--- src/rtl/geofence_feeder.sv ---
// geofence_feeder: ping-pong buffers receiver triples into the geofence core and queues its verdicts
module geofence_feeder #(
    parameter int IDW = 4
) (
    input  logic           clk,
    input  logic           reset,
    input  logic           in_valid,
    output logic           in_ready,
    input  logic [9:0]     in_x,
    input  logic [9:0]     in_y,
    input  logic [10:0]    in_r,
    output logic           gf_reset,
    output logic [9:0]     gf_X,
    output logic [9:0]     gf_Y,
    output logic [10:0]    gf_R,
    input  logic           gf_valid,
    input  logic           gf_is_inside,
    output logic           res_valid,
    input  logic           res_ready,
    output logic           res_inside,
    output logic [IDW-1:0] res_id
);
    typedef enum logic [1:0] {HOLD, SEND, WAIT} state_t;
    state_t state, state_n;
    logic run, wb, rb, wr, push, pop;
    logic [1:0] full, count, slot;
    logic [2:0] wp, k;
    logic [IDW-1:0] seq_id;
    logic [30:0] mem [2][6];
    logic [IDW:0] fifo [2];

    assign wr = in_valid && in_ready;
    assign push = (state == WAIT) && gf_valid;
    assign pop = res_valid && res_ready;
    assign in_ready = run && !full[wb];
    assign res_valid = count != 2'd0;
    assign {res_inside, res_id} = fifo[0];
    assign {gf_X, gf_Y, gf_R} = (state == SEND) ? mem[rb][k] : 31'd0;
    assign slot = count - 2'(pop);

    // next state: a set may only start when the FIFO is guaranteed a free slot at its verdict
    always_comb begin
        state_n = (state == HOLD) ? ((full[rb] && count <= 2'd1) ? SEND : HOLD)
                : (state == SEND) ? ((k == 3'd5) ? WAIT : SEND)
                : !gf_valid ? WAIT
                : (full[rb] && (count == 2'd0 || (count == 2'd1 && pop))) ? SEND : HOLD;
    end

    // triple storage, no reset needed: reads are gated by the full flags
    always_ff @(posedge clk) begin
        if (wr)
            mem[wb][wp] <= {in_x, in_y, in_r};
    end

    // sequencing, bank bookkeeping and core reset alignment
    always_ff @(posedge clk or negedge reset) begin
        if (!reset) begin
            state    <= HOLD;
            gf_reset <= 1'b1;
            run      <= 1'b0;
            wb       <= 1'b0;
            rb       <= 1'b0;
            full     <= 2'b00;
            wp       <= 3'd0;
            k        <= 3'd0;
            seq_id   <= '0;
        end else begin
            state    <= state_n;
            gf_reset <= state_n == HOLD;
            run      <= 1'b1;
            k        <= (state == SEND && k != 3'd5) ? k + 3'd1 : 3'd0;
            if (wr) begin
                wp <= (wp == 3'd5) ? 3'd0 : wp + 3'd1;
                if (wp == 3'd5) begin
                    full[wb] <= 1'b1;
                    wb       <= !wb;
                end
            end
            if (state == SEND && k == 3'd5) begin
                full[rb] <= 1'b0;
                rb       <= !rb;
            end
            if (push)
                seq_id <= seq_id + 1'b1;
        end
    end

    // two-entry result FIFO, head always in slot 0
    always_ff @(posedge clk or negedge reset) begin
        if (!reset) begin
            count   <= 2'd0;
            fifo[0] <= '0;
            fifo[1] <= '0;
        end else begin
            count <= count + 2'(push) - 2'(pop);
            if (pop)
                fifo[0] <= fifo[1];
            if (push)
                fifo[slot[0]] <= {gf_is_inside, seq_id};
        end
    end
endmodule

--- config.mk ---
export PLATFORM = sky130hd
export DESIGN_NAME = geofence_feeder
export DESIGN_NICKNAME = d
export VERILOG_FILES = /design/src/rtl/geofence_feeder.sv
export SDC_FILE = /design/constraint.sdc
export NUM_CORES = 1
export LEC_CHECK = 0
export ABC_AREA = 1
export ABC_CLOCK_PERIOD_IN_PS = 5530
export BUFFER_PORTS_ARGS = -buffer_cell sky130_fd_sc_hd__buf_2
export CAP_MARGIN = 0
export CORE_ASPECT_RATIO = 2
export CORE_MARGIN = 1.5
export CORE_UTILIZATION = 60
export DETAILED_ROUTE_END_ITERATION = 12
export HOLD_SLACK_MARGIN = 0.1
export PLACE_DENSITY = 0.9
export SYNTH_ARGS = -nofsm -noshare
export SYNTH_HDL_FRONTEND = slang
export SYNTH_SLANG_ARGS = --single-unit
export TNS_END_PERCENT = 10
--- constraint.sdc ---
create_clock -name clk -period 5.53 [get_ports clk]
set_clock_uncertainty 0.15 [all_clocks]
set_input_delay 1.106 -clock clk [delete_from_list [all_inputs] [get_ports clk]]
set_output_delay 1.106 -clock clk [all_outputs]
set_load 0.05 [all_outputs]
---- Word-level counts from Yosys, hierarchy flattened ----
Memory sizes are Yosys's and may differ from the RTL's.
Cells that the tools add are included.
word-level totals
  memories ................................ 1
  bits in registers ....................... 30
  bits of input ports ..................... 37
  output and inout bits ................... 39
  bits in writable memories ............... 372
  logic and storage cells ................. 95
memories
  memory  words  width  rd ports  clocked after memory_dff  write ports  line  source
  mem     2      186    1         0                         1            29    logic [30:0] mem [2][6];
operators by class
  $lt $le $gt $ge ......................... 10
  mux-type cells .......................... 32
  bitwise gates (word level) .............. 6
  reduce and logical (&&, ||, !) cells .... 22
  eq/ne operators ......................... 6
  add/sub/neg operators ................... 6
operators by type and width
  cell                                                                          number
  186-bit two-way mux                                                           1
  31-bit two-way mux                                                            4
  31-bit binary-select mux with 3-bit select                                    1
  31-bit demux with 3-bit select                                                1
  2-bit two-way mux                                                             7
  1-bit logical AND                                                             13
  10-bit bitwise mux                                                            1
  10-bit two-way mux                                                            1
  5-bit two-way mux                                                             2
  1-bit two-way mux                                                             9
  4-bit >= comparator, second input constant                                    2
  3-bit NOT with 4-bit output                                                   2
  3-bit by 1-bit adder with 3-bit output, second input constant                 2
  3-bit equality test, second input constant                                    2
  2-bit zero test                                                               3
  3-bit two-way mux                                                             2
  5-bit demux with 1-bit select                                                 1
  4-bit by 1-bit adder with 4-bit output, second input constant                 1
  2-bit by 1-bit equality test with 1-bit output, second input constant         2
  1-bit by 2-bit less-than comparator with 1-bit output, second input constant  2
  4-bit by 1-bit less-than comparator with 1-bit output, second input constant  1
  1-bit zero test                                                               3
  3-bit inequality test, second input constant                                  1
  2-bit by 1-bit adder with 2-bit output                                        1
  other kinds (15)                                                              17

---- Logic depth before layout (Yosys ltp) ----
Gate-level depths: netlist (run 1).
  depth in word-level cells ............... 10
  mapped depth ............................ 10
  gate-level depth less buffers ........... 9

---- Worst setup path before layout (run 1) ----
OpenSTA, ideal clock, no wires.
  path kind ............................... flip-flop to flip-flop
  start point ............................. register wb
  end point ............................... memory mem[0][100] in the netlist's numbering (enable)
  path buffers ............................ 1
  stages on the path, launching flop included .. 9
  setup time .............................. 0.419 ns
  slack ................................... 1.893 ns
  data arrival time ....................... 3.068 ns
  clock period less this slack ............ 3.637 ns
  data required time ...................... 4.961 ns
  cells stage by stage .................... dfrtp_1 buf_6 nand2_1 nand2_1 nor2_1 nand2_2 nor2_1 nand2_1 nor2_1
between the ends
  longest elaborated chain between the ends .. 7
RTL lines
  item                                                   line  source
  from (decl)                                            25    logic run, wb, rb, wr, push, pop;
  from (signal assigned)                                 76    wb <= !wb;
  1-bit two-way mux (implied by the code) (2 in series)  35    assign in_ready = run && !full[wb];
  1-bit zero test                                        35
  1-bit logical AND                                      35
  named net in_ready                                     8     output logic in_ready,
  1-bit logical AND                                      32    assign wr = in_valid && in_ready;
  1-bit two-way mux                                      51    if (wr)
  186-bit two-way mux (implied by the code)              52    mem[wb][wp] <= {in_x, in_y, in_r};
  to (decl)                                              29
The timed path passes the listed nets, and every way through them passes these cells. The select of a mux whose other input is x is not followed.

---- Worst setup path after layout (run 1) ----
  start point ............................. register k[0]
  end point ............................... output port gf_R[2]
between the ends
  longest elaborated chain between the ends .. 5
RTL lines
  item                                                    line  source
  from (decl)                                             27    logic [2:0] wp, k;
  from (signal assigned)                                  71    k <= (state == SEND && k != 3'd5) ? k + 3'd1 : 3'd0;
  3-bit NOT with 4-bit output (implied by the code)       38    assign {gf_X, gf_Y, gf_R} = (state == SEND) ? mem[rb][k] : 31'd0;
  31-bit binary-select mux with 3-bit select              38
  31-bit two-way mux (implied by the code) (2 in series)  38
  31-bit two-way mux                                      38
  to (decl)                                               15    output logic [10:0] gf_R,
No other way between the ends. The select of a mux whose other input is x is not followed.

==> results of run 1 <==
stage by stage:
step / util [%] / instance area [um2]
floorplan: - / 16900
global placement: 63.3 / 17500
detailed placement: 63.3 / 17500
CTS: 67.3 / 18600
global route: 67.3 / 18600
finish: 67.3 / 18600
sequential cells by signal (all words and copies together), names as in the netlist, named ones only:
name,count
k,3
mem,372
res_inside,1
full,2
rb,1
state,2
gf_reset,1
count,2
wb,1
res_id,4
wp,3
seq_id,4
run,1
worst max path at each step:
stage,slack [ns],startpoint,cells past startpoint,to
after global placement,1.68,k[0]$_DFF_PN0_,6,gf_R[2]
after detailed placement,1.64,k[0]$_DFF_PN0_,6,gf_R[2]
after CTS,0.96,k[0]$_DFF_PN0_,6,gf_X[0]
after global routing,0.75,k[0]$_DFF_PN0_,6,gf_R[7]
final,0.87,k[0]$_DFF_PN0_,6,gf_R[2]
after floorplan,1.89,wb$_DFFE_PN0P_,8,mem[0][100]$_DFFE_PP_
cell usage in the layout (no fill, tap or decap), types with 2 or more instances in the layout:
| cell type | count |
|---|---|
| edfxtp_1 | 372 |
| nand2_1 | 368 |
| inv_1 | 208 |
| nand3_1 | 188 |
| nor2_1 | 116 |
| o21ai_0 | 80 |
| buf_2 | 75 |
| a21oi_1 | 36 |
| clkbuf_16 | 31 |
| dfrtp_1 | 27 |
| buf_4 | 21 |
| o21ai_1 | 20 |
| nor2_4 | 11 |
| clkinv_2 | 7 |
| bufinv_16 | 6 |
| ha_1 | 5 |
| a31oi_1 | 4 |
| xnor2_1 | 4 |
| xor2_1 | 4 |
| mux2_2 | 4 |
| clkbuf_1 | 4 |
| inv_6 | 3 |
| clkinvlp_4 | 3 |
| diode_2 | 2 |
| nor2_2 | 2 |
| clkbuf_8 | 2 |
| dfrtp_4 | 2 |
where the power goes:
part           total, mW  internal, mW  switching, mW  leakage [nW]
clock               2.40          1.35           1.05         0.533
sequential          3.65          3.50          0.150          3.71
combinational       3.49         0.837           2.66          3.31
total               9.54          5.68           3.86          7.56
critical path, delay by kind of cell, from the launching register on:
family / cells / cell delay [ns]
and+or+nand+nor: 3 / 0.54
AOI/OAI and AO/OA: 1 / 0.31
buffers and inverters: 2 / 1.24
DFF: 1 / 0.68
cell families (layout without fill, tap and decap cells):
family / count (synthesis) / in the layout / synth area share [%]
compound gates: 141 / 141 / 4.21
flops: 402 / 402 / 70.5
fa+ha+maj: 5 / 5 / 0.370
xor+xnor: 8 / 8 / 0.414
mux: 4 / 4 / 0.266
simple gates: 687 / 687 / 16.7
other cells: 1 / 3 / 0.0222
buf+inv: 293 / 365 / 7.46
area by class of cell:
class / count / area [um2] / area share [%]
repair buffers: 97 / 553 / 2.97
well taps: 352 / 440 / 2.37
flip-flops and latches: 402 / 11900 / 64.1
multi-input cells: 846 / 3800 / 20.4
diodes: 2 / 5.00 / 0.0269
clock inverters: 21 / 277 / 1.49
clock buffers: 37 / 818 / 4.40
inverters: 210 / 791 / 4.25
per-layer routing:
metal  routed length, um  part of all wire, %
met1               13000                   32
met2               21000                   52
met3                4250                   10
met4                2360                  5.8
met5                   0                    0
==> impl_metrics.toml, run 1 <==
[run_status]
status = "complete, no violations"

[sta]
final-setup-viol-count = 0
setup_tns_ns = 0
hold_ws_ns = 0.362
rsz0062_at_grt = "no"
tightest_slew_ns = 1.27
final_max_slew_viol_count = 0
fin_crit_sh_pct = 84.3
maxSlewHeadroom_pct = 15.4
worst_slack_ns = 0.871
layout_min_cycle_time_ns = 4.66
hold_viol = 0
fmax_mhz = 215

[synthesis]
synth_top_cell_by_area = "edfxtp_1"
synth_edf_count = 372
synth.area.top_cells = "edfxtp_1 66%, nand2_1 8.2%, nand3_1 5.6%"
synth_top_flop_cell = "edfxtp_1"
synth.top_cells.by_count = "372 x edfxtp_1, 368 x nand2_1, 208 x inv_1"
ys_async_sr_fraction_pct = 7.46
avgSynthCellArea_um2 = 11.0
synth_fp_nets = 1583
synth-seq-area-share_pct = 70.5
synth.top_cell.area_share_pct = 66.1
synthMostInstantiatedCell = "edfxtp_1"
ys_warn_count = 0
ys_ff_latch = 402
syn_area_um2 = 16900
ys_types = 28
synthCells = 1541

[grt]
antenna_found_initial = 2
busiest_layer = "met2"
track_usage_pct = 28.7
grt_use_met1_pct = 33.6
grt_use_met2_pct = 49.7
use_met3_pct = 4.08
grt_max_degree = 190
grt_overflow = 0
grt_pass1_wl_um = 63500
grt_pass1_vias = 12200

[detailed_routing]
drt_iter0_drc = 1554
route.detailed.drc = 0
wirelength_um = 40700
wl_per_cell_um = 20.7
antenna_left = 0
via_per_inst = 5.97
dr_total_vias = 11700
first_pass_iters = 6

[pwr]
p_per_area_nw_per_um2 = 513
peakVddDrop_uv = 420
fin_total_pwr_mw = 9.54
leakage_nw = 7.56

[setup_path]
cp-start-kind = "flop"
rrSetupSlack_ns = 2.29
path_cells = "buf_4 > nand3_1 > nand3_1 > nand3_1 > a21oi_1 > buf_2"
cp.arrival_ns = 3.40
path_class = "flop to output pin"
cp-end-kind = "output pin"
reg2reg_from = "wb$_DFFE_PN0P_"
slowest_stage = "buf_4"
required_ns = 4.27
r2r-end = "mem[0][14]$_DFFE_PP_"
rr_worst_depth = 7
critPathMaxFanout = 94
critPathMostFrequentCell = "nand3_1"
cp_slowest_stage_delay_ns = 0.91

[die]
dieArea_um2 = 29300
die-width_um = 122
die_h_um = 240
core_area_um2 = 27700
num_rows = 86
start_util_pct = 61.1
io_pins = 76

[place]
place_hpwl_um = 22600
place_inst = 1907
dp_slack_ns = 1.64
io_buffers = 75
gp_congestion = 0.800

[clocking]
cts_tree = "done"
htreeDepth = 1
ctsResizeCount = 0
root_buffer = "clkbuf_16"
cts_setup_buffers = 0
clock_latency_ns = 0.58
cts_made_buffers = 31
path_clk_slew_ns = 0.07
clk_path_buf_depth = 3
postCtsHoldBufs = 0
clkSinkCount = 402

[finish]
area_growth_pct = 10.1
instances_no_fill = 1967
fill_cells = 1753
drive_above_1_share_pct = 10.7
nets = 1630

[job]
drv_cap = 0

[hold_path]
hp-class = "flop to flop"
hold_depth = 1
Note: power is estimated with default switching activity, not from simulation.
==> run 2: changes to the inputs <==
Settings changed: ABC_CLOCK_PERIOD_IN_PS 5530 to 4100, CORE_UTILIZATION 60 to 55, PLACE_DENSITY 0.9 to 0.87.
Clock period 5.53 ns to 4.1 ns, I/O delays scaled along.
==> run 2 against run 1 <==
Net effect:
- worst hold slack got worse by 0.22 ns
- global-route usage decreased by 4.2 points
- utilization is 5.2 points lower
- sequential cell count unchanged
- register-to-register slack got worse by 1.2 ns
- die area is 8.9% higher
- wire length shrank 3.5%
- critical endpoint is now gf_R[3]
==> impl_metrics.toml, run 2 (same netlist as run 1, synthesis figures left out) <==
[sta]
hold_ws_ns = 0.140
final_max_slew_viol_count = 0
setup_tns_ns = 0
tightest_slew_ns = 1.10
layout_min_cycle_time_ns = 3.99
fmax_mhz = 250
fin_crit_sh_pct = 97.4
hold_viol = 0
maxSlewHeadroom_pct = 26.8
rsz0062_at_grt = "no"
final-setup-viol-count = 0

[clocking]
root_buffer = "clkbuf_16"
postCtsHoldBufs = 0
cts_tree = "done"
clk_path_buf_depth = 3
htreeDepth = 1
clkSinkCount = 402
clock_latency_ns = 0.58
cts_setup_buffers = 0
path_clk_slew_ns = 0.07
cts_made_buffers = 31

[setup_path]
path_cells = "inv_4 > buf_12 > nor2_1 > o21ai_1 > nand2_1 > a21oi_1 > buf_2"
rrSetupSlack_ns = 1.11
path_class = "flop to output pin"
cp.arrival_ns = 3.02
reg2reg_from = "wb$_DFFE_PN0P_"
rr_worst_depth = 7
required_ns = 3.13
slowest_stage = "dfrtp_4"
cp-end-kind = "output pin"
cp-start-kind = "flop"
cp_slowest_stage_delay_ns = 0.65
r2r-end = "mem[0][183]$_DFFE_PP_"
critPathMaxFanout = 70

[place]
gp_congestion = 0.778
place_inst = 1936
io_buffers = 75
place_hpwl_um = 22900

[detailed_routing]
wirelength_um = 39200
antenna_left = 0
route.detailed.drc = 0
via_per_inst = 5.70
first_pass_iters = 6
wl_per_cell_um = 19.6
drt_iter0_drc = 1473
dr_total_vias = 11400

[finish]
largest_register_ffs = 372
regMostFlops = "mem"
area_growth_pct = 10.9
drive_above_1_share_pct = 11.3
final_cell_mix = "372 x edfxtp_1, 368 x nand2_1, 208 x inv_1"
nets = 1643
fin_util_pct = 62.1
layout_commonest_cell = "edfxtp_1"
instances_no_fill = 1996

[grt]
antenna_found_initial = 2
grt_overflow = 0
grt_pass1_wl_um = 59300
grt_max_degree = 128
grt_pass1_vias = 11300
track_usage_pct = 24.5

[die]
io_pins = 76
die-width_um = 127
dieArea_um2 = 31900
core_area_um2 = 30200
num_rows = 90
start_util_pct = 56.0
die_h_um = 251

[pwr]
fin_total_pwr_mw = 12.8
p_sw_mw = 5.14
swShare_pct = 40.3
leakage_nw = 7.63
internal_power_mw = 7.62
p_per_area_nw_per_um2 = 681
pwr-share-clk_pct = 24.2
p_comb_share_pct = 37.3
power_frac_seq_pct = 38.5
peakVddDrop_uv = 485

[hold_path]
hp-class = "input pin to asynchronous set/reset pin"

[run_status]
status = "complete, no violations"

[job]
drv_cap = 0
## run 2: cell type report
cell class	instances	area, um2
inverter	210	791
clock buffer	33	783
timing repair buffer	110	704
antenna	3	7.51
fill	2093	11400
tap	368	460
clock inverter	24	260
multi-input combinational	846	3800
sequential	402	11900
## run 2: critical path, delay by kind of cell (launching register included)
family	cells	cell delay, ns
buffers and inverters	3	0.99
DFF	1	0.65
and+or+nand+nor	2	0.24
AOI/OAI and AO/OA	2	0.56
## run 2: layer usage
metal | share of wire, % | track usage (%) | vias to the layer above
li1 | - | - | 5209
met1 | 33 | 27.1 | 5390
met2 | 54 | 44.8 | 640
met3 | 7.1 | 2.96 | 136
met4 | 5.0 | 13.8 | 0
met5 | 0 | 0 | -
## run 2: how the worst max path moves through the flow
stage	startpoint	endpoint	cells after the start
final	rb$_DFFE_PN0P_	gf_R[3]	7
after global routing	rb$_DFFE_PN0P_	gf_X[7]	9
after CTS	rb$_DFFE_PN0P_	gf_R[8]	9
after detailed placement	rb$_DFFE_PN0P_	gf_R[5]	9
after global placement	rb$_DFFE_PN0P_	gf_R[5]	9
after floorplan	wb$_DFFE_PN0P_	mem[0][100]$_DFFE_PP_	8
## run 2: repair_timing
action,4_1_cts,5_1_grt
endpoints found under the setup margin,0,2
endpoints found under the hold margin,0,0
gates resized for setup,0,1
## run 2: power groups by stage
stage | clock network [mW] | registers [mW] | logic (mW)
5_1_grt | 3.26 | 4.93 | 5.09
3_3_place_gp | 0 | 4.98 | 4.53
3_5_place_dp | 0 | 4.99 | 4.67
2_1_floorplan | 0 | 4.91 | 3.53
6_report | 3.09 | 4.91 | 4.76
4_1_cts | 3.11 | 4.91 | 4.72
## run 2: per-stage QoR
step / setup slack, ns / area [um2]
final: 0.106 / 18700
after detailed placement: 0.731 / 17700
after global routing: 0.0723 / 18700
after CTS: 0.142 / 18700
after floorplan: 0.463 / 16900
after global placement: 0.774 / 17700
==> run 3: changes to the inputs <==
Settings changed: CORE_ASPECT_RATIO 2 to default.
==> run 3 against run 2 <==
Net effect:
- sequential cell count did not move
- utilization rose by 0.20 points
- power rose by 3.2%
- die area fell by 0.20%
- via count rose by 1.0%
- final area rose by 1.1%
- largest power group unchanged
- register-to-register slack got worse by 0.10 ns
- sequential power fell by 1%
==> impl_metrics.toml, run 3 (same netlist as run 1, synthesis figures left out) <==
[sta]
fin_crit_sh_pct = 93.5
rsz0062_at_grt = "no"
maxSlewHeadroom_pct = 24.4
final-setup-viol-count = 0
hold_ws_ns = 0.171
final_max_slew_viol_count = 0
hold_viol = 0
fmax_mhz = 261
setup_tns_ns = 0
layout_min_cycle_time_ns = 3.84
tightest_slew_ns = 1.13

[place]
gp_congestion = 0.802
place_hpwl_um = 21900
place_inst = 1957
io_buffers = 75

[setup_path]
cp.arrival_ns = 2.87
required_ns = 3.13
cp-end-kind = "output pin"
cp-start-kind = "flop"
critPathMaxFanout = 189
path_class = "flop to output pin"

[clocking]
cts_setup_buffers = 0
root_buffer = "clkbuf_16"
clk_path_buf_depth = 3
path_clk_slew_ns = 0.07
cts_made_buffers = 40
cts_tree = "done"
postCtsHoldBufs = 0
clkSinkCount = 402
htreeDepth = 2
clock_latency_ns = 0.54
ctsResizeCount = 0

[detailed_routing]
drt_iter0_drc = 1395
wirelength_um = 38500
wl_per_cell_um = 18.9
antenna_left = 0
route.detailed.drc = 0
highest_layer = "met4"
wl_met2_um = 19600
wl_met1_um = 14300
via_per_inst = 5.66
dr_total_vias = 11500
routed-wl-met3_um = 3470
first_pass_iters = 6

[grt]
track_usage_pct = 24.6
grt_pass1_vias = 11600
grt_overflow = 0
grt_pass1_wl_um = 59400
grt_max_degree = 190
antenna_found_initial = 1

[finish]
area_growth_pct = 12.1
drive_above_1_share_pct = 11.3
layout_commonest_cell = "edfxtp_1"
regMostFlops = "mem"
final_cell_mix = "372 x edfxtp_1, 368 x nand2_1, 208 x inv_1"
nets = 1645
largest_register_ffs = 372
instances_no_fill = 2030

[die]
die_h_um = 178
num_rows = 64
start_util_pct = 55.6
dieArea_um2 = 31800
io_pins = 76
core_area_um2 = 30400
die-width_um = 178

[job]
drv_cap = 0

[hold_path]
hp-class = "input pin to asynchronous set/reset pin"

[run_status]
status = "complete, no violations"

[pwr]
fin_total_pwr_mw = 13.2
p_per_area_nw_per_um2 = 695
peakVddDrop_uv = 515
leakage_nw = 7.70
==> run 3: changes by cell type in the layout (fill, tap and decap cells not counted), moves of 2 or more <==
cell / change
clkbuf_16: +11
buf_4: -8
bufinv_16: -3
clkbuf_1: +3
clkinv_1: +3
buf_12: +2
clkbuf_8: +2
diode_2: -2
==> run 3: area by class of cell <==
class	count	area, um2
Tap cell	396	495
Fill cell	2167	11500
Clock buffer	49	1100
Clock inverter	23	168
Inverter	210	791
Antenna cell	1	2.50
Sequential cell	402	11900
Multi-Input combinational cell	846	3800
Timing Repair Buffer	103	673
==> run 3: final timing paths <==
path	from	slack, ns	to	cells past startpoint
min in group clk	flop	0.36	flop	1
max in group asynchronous	reset	3.11	rb$_DFFE_PN0P_	1
min	reset	0.17	k[1]$_DFF_PN0_	1
min reg2reg	flop	0.36	flop	1
max	rb$_DFFE_PN0P_	0.26	gf_R[2]	8
max reg2reg	wb$_DFFE_PN0P_	1.01	mem[1][45]$_DFFE_PP_	7
==> run 3: worst max-delay path, cell delays in order (launching register included) <==
cell,delay [ns]
dfrtp_4,0.44
buf_12,0.43
nor2_1,0.12
nor2_1,0.15
o21ai_0,0.13
o21ai_1,0.12
nand2_1,0.07
a21oi_1,0.21
buf_2,0.30
==> run 3: stage by stage <==
| stage | cell area (um2) | worst slack, ns | util [%] |
|---|---|---|---|
| 2_1_floorplan | 16900 | 0.463 | - |
| 3_3_place_gp | 17700 | 1.01 | 58.1 |
| 3_5_place_dp | 17700 | 0.972 | 58.1 |
| 4_1_cts | 19000 | 0.398 | 62.3 |
| 5_1_grt | 19000 | 0.237 | 62.3 |
| 6_report | 19000 | 0.265 | 62.3 |
==> run 3: power breakdown <==
part	switching [mW]	internal, mW
Clock	1.49	2.03
Combinational	3.58	1.21
Sequential	0.137	4.72
==> run 3: layer usage <==
layer / track usage, % / vias up
met3: 4.03 / 113
met5: 0 / -
met1: 30.3 / 5491
met2: 43.2 / 668
met4: 10.4 / 0
li1: - / 5221
